**src/rtl/jamma_input_scan_if.sv**
```systemverilog
// JAMMA-side and core-side signal bundle for jamma_input_scan.
// slave is the scanner's view; master is the edge-connector/core side.
interface jamma_input_scan_if;
  logic [7:0] JJOY;
  logic [1:0] JCOIN;
  logic [5:0] JOYSTICK;
  logic       JSELECT;
  logic [7:0] joystick1;
  logic [7:0] joystick2;
  logic [1:0] coin;
  logic       scan_valid;

  modport master (
    output JJOY, JCOIN, JOYSTICK,
    input  JSELECT, joystick1, joystick2, coin, scan_valid
  );

  modport slave (
    input  JJOY, JCOIN, JOYSTICK,
    output JSELECT, joystick1, joystick2, coin, scan_valid
  );
endinterface

```
**src/rtl/jamma_input_scan.sv**
```systemverilog
// Paced JAMMA joystick mux scan with 2-flop synchronisers and per-bit debounce.
// Outputs are active low and change only in the cycle after a sample state.
module jamma_input_scan #(
  parameter int unsigned SETTLE   = 3,
  parameter int unsigned DEBOUNCE = 4
) (
  input logic               pclk,
  input logic               reset,
  jamma_input_scan_if.slave bus
);

  localparam logic [3:0] SETTLE_LAST = 4'(SETTLE - 1);
  localparam logic [2:0] DB_LAST     = 3'(DEBOUNCE - 1);

  typedef enum logic [1:0] {
    P1_SETTLE,
    P1_SAMPLE,
    P2_SETTLE,
    P2_SAMPLE
  } state_t;

  state_t     state_q, state_d;
  logic [3:0] cnt_q, cnt_d;
  logic       sel_d, sel_q;
  logic       p1_stb, p2_stb;
  logic       scan_valid_q;

  logic [7:0] jjoy_s1, jjoy_s2;
  logic [1:0] jcoin_s1, jcoin_s2;
  logic [5:0] joy_s1, joy_s2;

  // Debounced bits flattened as {coin[1:0], joystick2[7:0], joystick1[7:0]}.
  logic [17:0] out_q;
  logic [17:0] samp;
  logic [17:0] stb;
  logic [2:0]  db_cnt [18];

  always_ff @(posedge pclk) begin
    if (reset) begin
      jjoy_s1  <= '1;
      jjoy_s2  <= '1;
      jcoin_s1 <= '1;
      jcoin_s2 <= '1;
      joy_s1   <= '1;
      joy_s2   <= '1;
    end else begin
      jjoy_s1  <= bus.JJOY;
      jjoy_s2  <= jjoy_s1;
      jcoin_s1 <= bus.JCOIN;
      jcoin_s2 <= jcoin_s1;
      joy_s1   <= bus.JOYSTICK;
      joy_s2   <= joy_s1;
    end
  end

  always_ff @(posedge pclk) begin
    if (reset) begin
      state_q      <= P1_SETTLE;
      cnt_q        <= '0;
      sel_q        <= 1'b0;
      scan_valid_q <= 1'b0;
    end else begin
      state_q      <= state_d;
      cnt_q        <= cnt_d;
      sel_q        <= sel_d;
      scan_valid_q <= p2_stb;
    end
  end

  // JSELECT is registered from the next state so the mux line never glitches.
  always_comb begin
    state_d = state_q;
    cnt_d   = cnt_q;
    p1_stb  = 1'b0;
    p2_stb  = 1'b0;
    unique case (state_q)
      P1_SETTLE: begin
        if (cnt_q == SETTLE_LAST) begin
          state_d = P1_SAMPLE;
          cnt_d   = '0;
        end else begin
          cnt_d = cnt_q + 4'd1;
        end
      end
      P1_SAMPLE: begin
        p1_stb  = 1'b1;
        state_d = P2_SETTLE;
        cnt_d   = '0;
      end
      P2_SETTLE: begin
        if (cnt_q == SETTLE_LAST) begin
          state_d = P2_SAMPLE;
          cnt_d   = '0;
        end else begin
          cnt_d = cnt_q + 4'd1;
        end
      end
      P2_SAMPLE: begin
        p2_stb  = 1'b1;
        state_d = P1_SETTLE;
        cnt_d   = '0;
      end
      default: begin
        state_d = P1_SETTLE;
        cnt_d   = '0;
      end
    endcase
    sel_d = (state_d == P2_SETTLE) || (state_d == P2_SAMPLE);
  end

  always_comb begin
    samp = {jcoin_s2, jjoy_s2, jjoy_s2 & {2'b11, joy_s2}};
    stb  = {{10{p2_stb}}, {8{p1_stb}}};
  end

  always_ff @(posedge pclk) begin
    if (reset) begin
      out_q <= '1;
      for (int unsigned i = 0; i < 18; i++) begin
        db_cnt[i] <= '0;
      end
    end else begin
      for (int unsigned i = 0; i < 18; i++) begin
        if (stb[i]) begin
          if (samp[i] == out_q[i]) begin
            db_cnt[i] <= '0;
          end else if (db_cnt[i] == DB_LAST) begin
            out_q[i]  <= samp[i];
            db_cnt[i] <= '0;
          end else begin
            db_cnt[i] <= db_cnt[i] + 3'd1;
          end
        end
      end
    end
  end

  assign bus.JSELECT    = sel_q;
  assign bus.joystick1  = out_q[7:0];
  assign bus.joystick2  = out_q[15:8];
  assign bus.coin       = out_q[17:16];
  assign bus.scan_valid = scan_valid_q;

endmodule

```
**src/flat_wrapper.sv**
```systemverilog
// flat-port wrapper written by rule: the top's interface ports become plain ports
module jamma_input_scan_flat 
#(
  parameter int unsigned SETTLE   = 3,
  parameter int unsigned DEBOUNCE = 4
)
  (pclk, reset, bus_JJOY, bus_JCOIN, bus_JOYSTICK, bus_JSELECT, bus_joystick1, bus_joystick2, bus_coin, bus_scan_valid);
  jamma_input_scan_if bus_i ();
  input logic pclk;
  input logic reset;
  input wire logic [$bits(bus_i.JJOY)-1:0] bus_JJOY;
  input wire logic [$bits(bus_i.JCOIN)-1:0] bus_JCOIN;
  input wire logic [$bits(bus_i.JOYSTICK)-1:0] bus_JOYSTICK;
  output wire logic [$bits(bus_i.JSELECT)-1:0] bus_JSELECT;
  output wire logic [$bits(bus_i.joystick1)-1:0] bus_joystick1;
  output wire logic [$bits(bus_i.joystick2)-1:0] bus_joystick2;
  output wire logic [$bits(bus_i.coin)-1:0] bus_coin;
  output wire logic [$bits(bus_i.scan_valid)-1:0] bus_scan_valid;
  assign bus_i.JJOY = bus_JJOY;
  assign bus_i.JCOIN = bus_JCOIN;
  assign bus_i.JOYSTICK = bus_JOYSTICK;
  assign bus_JSELECT = bus_i.JSELECT;
  assign bus_joystick1 = bus_i.joystick1;
  assign bus_joystick2 = bus_i.joystick2;
  assign bus_coin = bus_i.coin;
  assign bus_scan_valid = bus_i.scan_valid;
  jamma_input_scan #(.SETTLE(SETTLE), .DEBOUNCE(DEBOUNCE)) u_core (.pclk(pclk), .reset(reset), .bus(bus_i));
endmodule
```
**config.mk**
```make
export PLATFORM = sky130hd
export DESIGN_NAME = jamma_input_scan_flat
export DESIGN_NICKNAME = d
export VERILOG_FILES = /design/src/rtl/jamma_input_scan_if.sv /design/src/rtl/jamma_input_scan.sv /design/src/flat_wrapper.sv
export SDC_FILE = /design/constraint.sdc
export NUM_CORES = 1
export LEC_CHECK = 0
export ABC_AREA = 1
export BUFFER_PORTS_ARGS = -buffer_cell sky130_fd_sc_hd__buf_4
export CAP_MARGIN = 25
export CORE_AREA = 2 2 121 123
export CTS_CLUSTER_DIAMETER = 50
export DETAILED_ROUTE_END_ITERATION = 16
export DIE_AREA = 0 0 123 125
export REMOVE_ABC_BUFFERS = 1
export SETUP_SLACK_MARGIN = 0.3
export SLEW_MARGIN = 20
export SYNTH_ARGS = -nofsm -noshare
export SYNTH_HDL_FRONTEND = slang
export SYNTH_SLANG_ARGS = --single-unit
export TNS_END_PERCENT = 1
```
**constraint.sdc**
```tcl
create_clock -name pclk -period 1.6 [get_ports pclk]
set_input_delay 0.16 -clock pclk [delete_from_list [all_inputs] [get_ports pclk]]
set_output_delay 0.16 -clock pclk [all_outputs]
set_load 0.05 [all_outputs]
```
==> flow_metrics.env <==
export IMPL_min_period_ps=1410
export IMPL_met2_usage=0.198
export IMPL_cp_arrival_ps=1510
export IMPL_critPathTopFamily="flip-flops"
export IMPL_dieArea_um2=15400
export IMPL_setup_violations=0
export IMPL_final_util=0.414
export IMPL_hp_start="reset"
export IMPL_hold_viol_final=0
export IMPL_antenna_cells=0
export IMPL_start_kind="flop"
export IMPL_slew_violations=0
export IMPL_critPathCaptureType="flop"
export IMPL_critPathLaunch="u_core.bus.JSELECT"
export IMPL_critical_path_class="reg -> reg"
export IMPL_clockBufferDepth=2
export IMPL_leakagePower_nw=2.67
export IMPL_core_area_um2=14200
export IMPL_synthCells=491
export IMPL_slew_headroom=0.735
export IMPL_ys_seq_area_frac=0.572
export IMPL_ir_drop_mv=0.630
export IMPL_wirelength_um=8160
export IMPL_status="finished, final reports clean"
export IMPL_synth_warning_count=0
export IMPL_syn_to_final_growth_pct=21.9
export IMPL_cp_max_fo=8
export IMPL_vias=3283
export IMPL_yosysTopAreaCellShare=0.336
export IMPL_clock_latency_ps=340
export IMPL_synthTopCellsByArea="edfxtp_1 (34%), dfxtp_1 (24%), ha_1 (11%)"
export IMPL_clock_power_share=0.323
export IMPL_p_switching_mw=1.62
export IMPL_ys_seq_elements=111
export IMPL_place_hpwl_um=5840
export IMPL_dr_pass1_iters=4
export IMPL_fin_hold_ws_ps=178
export IMPL_worst_slew_pin_slew_ps=396
export IMPL_layout_setup_ws_ps=191
export IMPL_combPwrFrac=0.150
export IMPL_timing_max_cap_violations=0
export IMPL_pin_count=38
export IMPL_yosysUniqueCellTypes=24
export IMPL_cp_slowest_cell="dfxtp_2"
export IMPL_routabilityCongestion=0.721
export IMPL_grtUsageMet3=0.0415
export IMPL_root_buffer="clkbuf_16"
export IMPL_syn_area_um2=4830
export IMPL_cts_sinks=111
export IMPL_antenna_found_initial=0
export IMPL_fmax_mhz=710
export IMPL_drt_iter0_drc=119
export IMPL_cp_required_ps=1700
export IMPL_rr_startpoint="u_core.bus.JSELECT"
export IMPL_grt_pass1_vias=3231
export IMPL_drive_gt1_frac=0.217
export IMPL_numCtsBuffers=9
export IMPL_ant_nets=0
export IMPL_cts_tree="built"
export IMPL_fillers=1383
export IMPL_portBuffers=37
export IMPL_ys_flop_type="dfxtp_1"
export IMPL_async_reset_ff_frac=0
export IMPL_overflow=0
export IMPL_rsz0062_at_grt="true"
export IMPL_worst_path_buf_inv=3
export IMPL_fin_nets=618
export IMPL_avgSynthCellArea_um2=9.83
export IMPL_viasPerCell=4.39
export IMPL_stdcell_area_um2=5880
export IMPL_p_seq_frac=0.526
export IMPL_path_clk_slew_ps=70
export IMPL_cpPeakStageDelay_ps=350
export IMPL_power_share_switching=0.254
export IMPL_grt_busiest_layer="met2"
export IMPL_dp_worst_setup_slack_ps=135
export IMPL_rows=44
export IMPL_grt_use_total=0.116
export IMPL_p_int_mw=4.76
export IMPL_htreeDepth=3
export IMPL_synth_edf_count=54
export IMPL_post_drt_wl_per_cell_um=10.9
export IMPL_grt_pass1_wl_um=14000
export IMPL_dieWidth_um=123
export IMPL_synth_top_area_cell="edfxtp_1"
export IMPL_crit_path_cell_trace="inv_2, ha_2, buf_6, buf_4, or2_2"
export IMPL_grt_max_degree=25
export IMPL_clock_skew_ps=5.94
export IMPL_drc_errors=0
export IMPL_placement_cell_area_um2=5360
export IMPL_initial_core_util=0.340
export IMPL_met1_usage=0.133
export IMPL_worstHoldPathType="in -> reg"
export IMPL_ys_top_cells_by_count="inv_1 (74), nor2_1 (74), nand2_1 (58)"
export IMPL_fin_crit_sh=0.881
export IMPL_die_y_um=125
export IMPL_power_density_nw_per_um2=1080
-- power by group through the flow --
stage	clock network, mW	registers (mW)	logic, mW
after detailed placement	0	3.42	0.838
after CTS	2.15	3.36	0.921
final	2.06	3.36	0.960
after global placement	0	3.41	0.800
after global routing	2.26	3.39	1.10
after floorplan	0	3.45	0.502
-- layout by cell type, fill, tap and decap left out, types with 2 or more instances in the layout --
cell | synthesis | final
inv_2 | 2 | 3
nand2_1 | 58 | 58
a21oi_1 | 11 | 11
nand4_1 | 15 | 15
nand3_1 | 22 | 22
inv_1 | 74 | 73
clkbuf_16 | 0 | 9
ha_2 | 0 | 3
o21ai_0 | 18 | 18
buf_4 | 1 | 51
dlygate4sd3_1 | 0 | 16
buf_12 | 0 | 2
edfxtp_1 | 54 | 54
dfxtp_1 | 57 | 56
nor3_2 | 0 | 3
xor2_1 | 2 | 2
or2_2 | 39 | 39
ha_1 | 42 | 38
nor2_1 | 74 | 74
clkinv_2 | 0 | 4
-- kinds of logic after synthesis --
group	after synthesis	synth area share
AOI/OAI and AO/OA	30	0.0316
xor gates and xnor gates	3	0.00545
adders and majority gates	42	0.109
buffers and inverters	90	0.0754
DFF	111	0.572
and+or+nand+nor	215	0.206
-- path summary, 6_finish.rpt --
kind,end,depth (start not counted),slack (ps)
setup / recovery,u_core.db_cnt[0][7],5,190
hold / removal,u_core.bus.JSELECT,2,180
setup reg to reg,u_core.db_cnt[0][7],5,190
hold reg to reg,u_core.jjoy_s2[3],1,410
-- registers in the layout (all words and copies together), names as in the netlist --
| register | flops |
|---|---|
| u_core.bus.JSELECT | 1 |
| u_core.bus.scan_valid | 1 |
| u_core.cnt_q | 4 |
| u_core.db_cnt | 54 |
| u_core.jcoin_s1 | 2 |
| u_core.jcoin_s2 | 2 |
| u_core.jjoy_s1 | 8 |
| u_core.jjoy_s2 | 8 |
| u_core.joy_s1 | 6 |
| u_core.joy_s2 | 6 |
| u_core.out_q | 18 |
| u_core.state_q | 1 |
-- worst register-to-register path, cell delays in order (launching register included) --
cell     delay, ps
dfxtp_2        350
inv_2           40
ha_2           190
buf_6          130
buf_4          130
or2_2          320
-- per-stage QoR --
step,instances,TNS (ps),total power [mW]
4_1_cts,744,0,6.43
6_report,747,0,6.38
2_1_floorplan,477,-23070,3.95
3_3_place_gp,708,0,4.21
5_1_grt,747,0,6.75
3_5_place_dp,708,0,4.26
-- metal layers --
layer  part of all wire  routed length [um]
met5                  0                   0
met4              0.016                 127
met3              0.040                 329
met2               0.49                4030
met1               0.45                3670
-- cell type report --
type | count | area, um^2 | share of cell area
Timing Repair Buffer | 70 | 594 | 0.101
Clock buffer | 10 | 239 | 0.0406
Clock inverter | 6 | 36.3 | 0.00617
Multi-Input combinational cell | 290 | 1730 | 0.295
Inverter | 76 | 285 | 0.0485
Sequential cell | 111 | 2760 | 0.470
Tap cell | 184 | 230 | 0.0391
-- what timing repair did --
action | in CTS | in global routing
setup buffers | 4 | 3
gates resized for setup | 6 | 5
hold buffers | 16 | 0
hold endpoints to repair | 16 | 0
pin swaps | 7 | 3
setup endpoints to repair | 70 | 110
Power figures use the tool's default switching activity.
